`src/rtl/pipe_ctl_chain.sv`:
```
// Control-signal pipeline for a five-stage MIPS-style core: carries decoded ID
// controls through EXE, MEM and WB, and inserts bubbles for load-use stalls and post-jump slots.
module pipe_ctl_chain (
    input  logic        clock,
    input  logic        reset,
    input  logic        wreg,
    input  logic        m2reg,
    input  logic        wmem,
    input  logic        jal,
    input  logic        aluimm,
    input  logic        shift,
    input  logic [3:0]  aluc,
    input  logic [4:0]  rn,
    input  logic        wpcir,
    input  logic [1:0]  pcsource,
    output logic        ewreg,
    output logic        em2reg,
    output logic        ewmem,
    output logic        ejal,
    output logic        ealuimm,
    output logic        eshift,
    output logic [3:0]  ealuc,
    output logic [4:0]  ern,
    output logic        mwreg,
    output logic        mm2reg,
    output logic        mwmem,
    output logic [4:0]  mrn,
    output logic        wwreg,
    output logic        wm2reg,
    output logic [4:0]  wrn,
    output logic        ebubble,
    output logic [31:0] retire_cnt,
    output logic [31:0] stall_cnt
);

    logic id_ok;
    logic evalid;
    logic mvalid;
    logic wvalid;

    // A stalled or cancelled ID instruction enters EXE as a bubble.
    assign id_ok = wpcir & ~ebubble;

    // NOTE: all state uses non-blocking assignments so every stage samples the
    // previous stage's pre-edge value; blocking here would collapse the pipeline.
    always_ff @(posedge clock) begin
        // NOTE: reset is synchronous and clears every register, including the
        // valid bits, so in-flight instructions can never reach the retire counter.
        if (reset) begin
            ewreg      <= 1'b0;
            em2reg     <= 1'b0;
            ewmem      <= 1'b0;
            ejal       <= 1'b0;
            ealuimm    <= 1'b0;
            eshift     <= 1'b0;
            ealuc      <= 4'd0;
            ern        <= 5'd0;
            mwreg      <= 1'b0;
            mm2reg     <= 1'b0;
            mwmem      <= 1'b0;
            mrn        <= 5'd0;
            wwreg      <= 1'b0;
            wm2reg     <= 1'b0;
            wrn        <= 5'd0;
            ebubble    <= 1'b0;
            evalid     <= 1'b0;
            mvalid     <= 1'b0;
            wvalid     <= 1'b0;
            retire_cnt <= 32'd0;
            stall_cnt  <= 32'd0;
        end else begin
            if (id_ok) begin
                ewreg   <= wreg;
                em2reg  <= m2reg;
                ewmem   <= wmem;
                ejal    <= jal;
                ealuimm <= aluimm;
                eshift  <= shift;
                ealuc   <= aluc;
                ern     <= jal ? 5'd31 : rn;
            end else begin
                ewreg   <= 1'b0;
                em2reg  <= 1'b0;
                ewmem   <= 1'b0;
                ejal    <= 1'b0;
                ealuimm <= 1'b0;
                eshift  <= 1'b0;
                ealuc   <= 4'd0;
                ern     <= 5'd0;
            end

            mwreg  <= ewreg;
            mm2reg <= em2reg;
            mwmem  <= ewmem;
            mrn    <= ern;

            wwreg  <= mwreg;
            wm2reg <= mm2reg;
            wrn    <= mrn;

            evalid <= id_ok;
            mvalid <= evalid;
            wvalid <= mvalid;

            // Gating with id_ok means a stalled jump re-evaluates later and a
            // cancelled slot cannot redirect.
            ebubble <= (pcsource != 2'b00) & id_ok;

            if (wvalid)
                retire_cnt <= retire_cnt + 32'd1;
            if (!wpcir)
                stall_cnt <= stall_cnt + 32'd1;
        end
    end

endmodule

```
`config.mk`:
```
export PLATFORM = sky130hd
export DESIGN_NAME = pipe_ctl_chain
export DESIGN_NICKNAME = d
export VERILOG_FILES = /design/src/rtl/pipe_ctl_chain.sv
export SDC_FILE = /design/constraint.sdc
export NUM_CORES = 1
export LEC_CHECK = 0
export ABC_AREA = 1
export ABC_CLOCK_PERIOD_IN_PS = 1720
export BUFFER_PORTS_ARGS = -buffer_cell sky130_fd_sc_hd__buf_4
export CAP_MARGIN = 20
export CORE_ASPECT_RATIO = 1.2
export CORE_MARGIN = 2
export CORE_UTILIZATION = 50
export DETAILED_ROUTE_END_ITERATION = 16
export PLACE_DENSITY = 0.76
export REMOVE_ABC_BUFFERS = 1
export SYNTH_ARGS = -nofsm -noshare
export SYNTH_HDL_FRONTEND = slang
export SYNTH_SLANG_ARGS = --single-unit
```
`constraint.sdc`:
```
create_clock -name clock -period 1.72 [get_ports clock]
set_clock_uncertainty 0.15 [all_clocks]
set_input_delay 0.258 -clock clock [delete_from_list [all_inputs] [get_ports clock]]
set_output_delay 0.258 -clock clock [all_outputs]
set_load 0.01 [all_outputs]
```
# Word-level counts from Yosys, hierarchy flattened
# Index checks and enable logic that the tools add are counted.
dict set report totals {
  reg_bits 98
  in_bits 20
  out_inout_bits 95
}
dict set report classes {
  add_sub_neg 2
  muxes 1
  bitwise_logic 4
  reduce_logical 2
}
# operator count
set op_table {}
lappend op_table {{$add 32x1->32 const B} 2}
lappend op_table {{$mux 5} 1}
lappend op_table {{$and 1x1->1} 2}
lappend op_table {{$not 1->1} 2}
lappend op_table {{$reduce_bool 2->1} 1}
lappend op_table {{$reduce_or 2->1} 1}

# Depth between registers and ports, before layout
dict set report depth {
  depth_word 4
  ltp_mapped 9
}

# Least setup slack after synthesis
# No wires, ideal clock.
dict set report synth_path {
  kind {register to register}
  startpoint {register stall_cnt[1]}
  endpoint {register stall_cnt[26]}
  arrival_ns 1.300
  required_time_ns 1.455
  setup_slack_ns 0.155
  path_stages_with_launch 9
  setup_time_ns 0.115
  path_buffers 0
  path_cell_list {dfxtp_1 ha_1 nand2_1 nor2_4 nand3_2 nor2_4 nand3_1 nand2_1 nor2_1}
}
dict set report synth_via {
  elab_chain_len 1
}
# element line
set synth_rtl {}
lappend synth_rtl {{from (decl)} 33} ;# output logic [31:0] stall_cnt
lappend synth_rtl {{from (signal assigned)} 112} ;# stall_cnt <= stall_cnt + 32'd1;
lappend synth_rtl {{$add 32x1->32} 112}
# Every way passes these cells.
# A chain may end at the register's enable or synchronous reset.

# Worst setup path after layout
dict set report layout_path {
  startpoint {register stall_cnt[0]}
  endpoint {register stall_cnt[22]}
}
# Same word-level chain as after synthesis.

==> out/metrics.cfg <==
[run_status]
outcome=completed

[clocking]
cts_sinks=98
cts.path.max_buffers=2
cts_buffers=9
tritoncts_clock_tree=built
clk_root_buffer_cell=clkbuf_8
clk_transition_reported_paths_ns=0.10
clk_latency_ns=0.36
maximum_level_of_the_cts_h_tree=3

[cells_and_area]
antenna_cells_inserted=0
layout_common_cells=nor2_1 (155), nand2_1 (127), buf_4 (124)
final_layout_size_suffix_gt1_share_pct=24.0
mostFrequentLayoutCell=nor2_1
synth_to_final_area_change_pct=31.1
final_net_count=818

[timing]
post-route-min-period_ns=1.60
drv_slew=0
relSlewSlack_pct=64.5
finalCritPeriodShare_pct=93.0
worst-slew-pin-transition_ns=0.533
clock.fmax_mhz=625
setup_slack_ns=0.120
grt_setup_unrepaired=yes
finalHoldViolCount=0
fin_tns_setup_ns=0
endpoints_failing_setup=0

[setup_path]
rr_worst_depth=8
crit_path_top_delay_cell=dfxtp_2
setup_slack_of_the_worst_register_to_register_path_ns=0.12
worstPathBufferInverterCount=0
critical_path.endpoint_type=flop
timing.rr.start=stall_cnt[0]$_SDFFE_PP0N_
r2r_end=stall_cnt[22]$_SDFFE_PP0N_
cpLargestDelayFamily=simple AND/OR/NAND/NOR gates
arrival_ns=1.71
cp_cell_sequence=ha_1 -> nand2_1 -> nor2_4 -> nand3_1 -> nor2_2 -> nand3_1 -> nand2_1 -> nor2_1
timing.critical_path.slowest_cell_delay_ns=0.37
start_kind=flop
crit_fanout=4
crit_required_ns=1.83
critPathKind=reg2reg

[grt]
wire_length_of_the_first_global_routing_pass_mm=19.0
globalRouteTotalUtil_pct=23.6
first_global_vias=4310
grt_max_degree=49
met3_usage_pct=4.01
globalRouteMet1Util_pct=25.9
grt_most_used_layer=met2
grtUsageMet2_pct=44.6
initial_antenna_violation_count=0
grt-ovfl-total=0

[routing]
drc=0
via_density_per_instance=4.90
detail_route.first_pass.iterations=4
wirelength_mm=11.5
route.vias.total=4514
drt.antenna.violating_nets=0
first_iter_violations=121
wire_per_inst_um=12.5

[logic_synthesis]
synth-main-ff-cell=dfxtp_1
synth_area_leader_cell=dfxtp_1
synth_top_cell_area_share_pct=43.0
synth_area_leaders=dfxtp_1 (43%), nor2_1 (13%), nand2_1 (10%), inv_1 (7.3%), nand3_1 (4.7%)
synth_seq_cells=98
synth_edf_count=0
share_of_synthesized_area_occupied_by_flip_flops_and_latches_pct=43.0
synth_cell_type_count=33
ys_async_sr_fraction_pct=0
postSynthAreaPerCell_um2=6.98
postSynthCellCount=654
ys_warn_count=0
synth_area_um2=4570

[hold_path]
hold_path_startpoint=reset
hold-path-endpoint=mrn[2]$_SDFF_PP0_
worst_hold_path_class=in2reg
min_path_cells=2

[die]
num_ports=115
core.rowCount=38
die_w_um=91.2
die-height_um=109
die_area_um2=9910
initial_core_util_pct=51.1
placeableCoreArea_um2=8940

[place]
place_hpwl_mm=8.26
place_congestion=0.887
count_of_port_buffers_added_during_placement=114
detailedPlace.worstSlack_ns=0.0955

[power_and_ir_drop]
ir_drop_worst_vdd_mv=0.648
pwr_density_cell_nw_per_um2=675
leakage_power_uw=0.00260

[flow_run]
timing.max_cap.violations=0

[repair_timing]
action / in CTS / in global routing
hold buffers: 19 / 0
endpoints found under the setup margin: 0 / 14
buffers inserted: 0 / 1
gates resized for setup: 0 / 7
endpoints found under the hold margin: 17 / 0
[through the flow]
step / total power, uW / cell area (um^2) / util [%] / instances / hold WS (ns)
CTS: 4080 / 5960 / 66.7 / 920 / 0.0375
global route: 4230 / 5990 / 67.0 / 921 / 0.0458
global placement: 2590 / 5580 / 62.4 / 885 / 0.244
finish: 4040 / 5990 / 67.0 / 921 / 0.0609
detailed placement: 2600 / 5580 / 62.4 / 885 / 0.243
floorplan: 2470 / 4500 / - / 642 / 0.179
[cells in the mapped netlist (all sizes together), types with 3 or more instances]
cell	number
inv	90
nor2	182
nand3b	3
nor3	11
dfxtp	98
nand2	138
nand4	13
a21oi	31
o21ai	10
nand3	48
xnor2	5
clkbuf	3
buf	9
xor2	3
[power by group]
part / switching [uW] / internal, uW
Combinational: 132 / 131
Sequential: 19.9 / 2300
Clock: 824 / 627
[worst max-delay path by stage]
stage | start | endpoint | cells past startpoint
finish | stall_cnt[0]$_SDFFE_PP0N_ | stall_cnt[22]$_SDFFE_PP0N_ | 8
global route | retire_cnt[1]$_SDFFE_PP0P_ | retire_cnt[28]$_SDFFE_PP0P_ | 9
CTS | retire_cnt[1]$_SDFFE_PP0P_ | retire_cnt[24]$_SDFFE_PP0P_ | 9
detailed placement | stall_cnt[0]$_SDFFE_PP0N_ | stall_cnt[18]$_SDFFE_PP0N_ | 8
global placement | stall_cnt[0]$_SDFFE_PP0N_ | stall_cnt[26]$_SDFFE_PP0N_ | 8
floorplan | stall_cnt[1]$_SDFFE_PP0N_ | stall_cnt[26]$_SDFFE_PP0N_ | 8
[metal layers]
metal  vias up  share of wire, %
li1       2314                 -
met1      2072                41
met2       111                54
met3        17               3.8
met4         0               1.7
met5         -                 0
[sequential cells by signal, summed over array words and instances (netlist names), 4 cells and up]
signal,count
retire_cnt,32
mrn,5
ern,5
ealuc,4
stall_cnt,32
wrn,5
[logic make-up (layout without fill, tap and decap cells)]
group | Yosys count | count (layout) | synth area share, %
DFF | 98 | 98 | 43.0
buffers and inverters | 102 | 249 | 8.80
AOI/OAI and AO/OA | 45 | 45 | 5.15
and+or+nand+nor | 399 | 399 | 41.0
xor gates and xnor gates | 8 | 8 | 1.53
adders and majority gates | 2 | 2 | 0.548
[cell type report]
class,instances,area [um^2]
clock buffers,11,151
clock inverters,5,43.8
fillers,787,2950
inverters,90,338
multi-input cells,454,2210
flip-flops and latches,98,1970
well taps,120,150
repair buffers,143,1120
No activity file was read; power rests on OpenSTA's default activity.
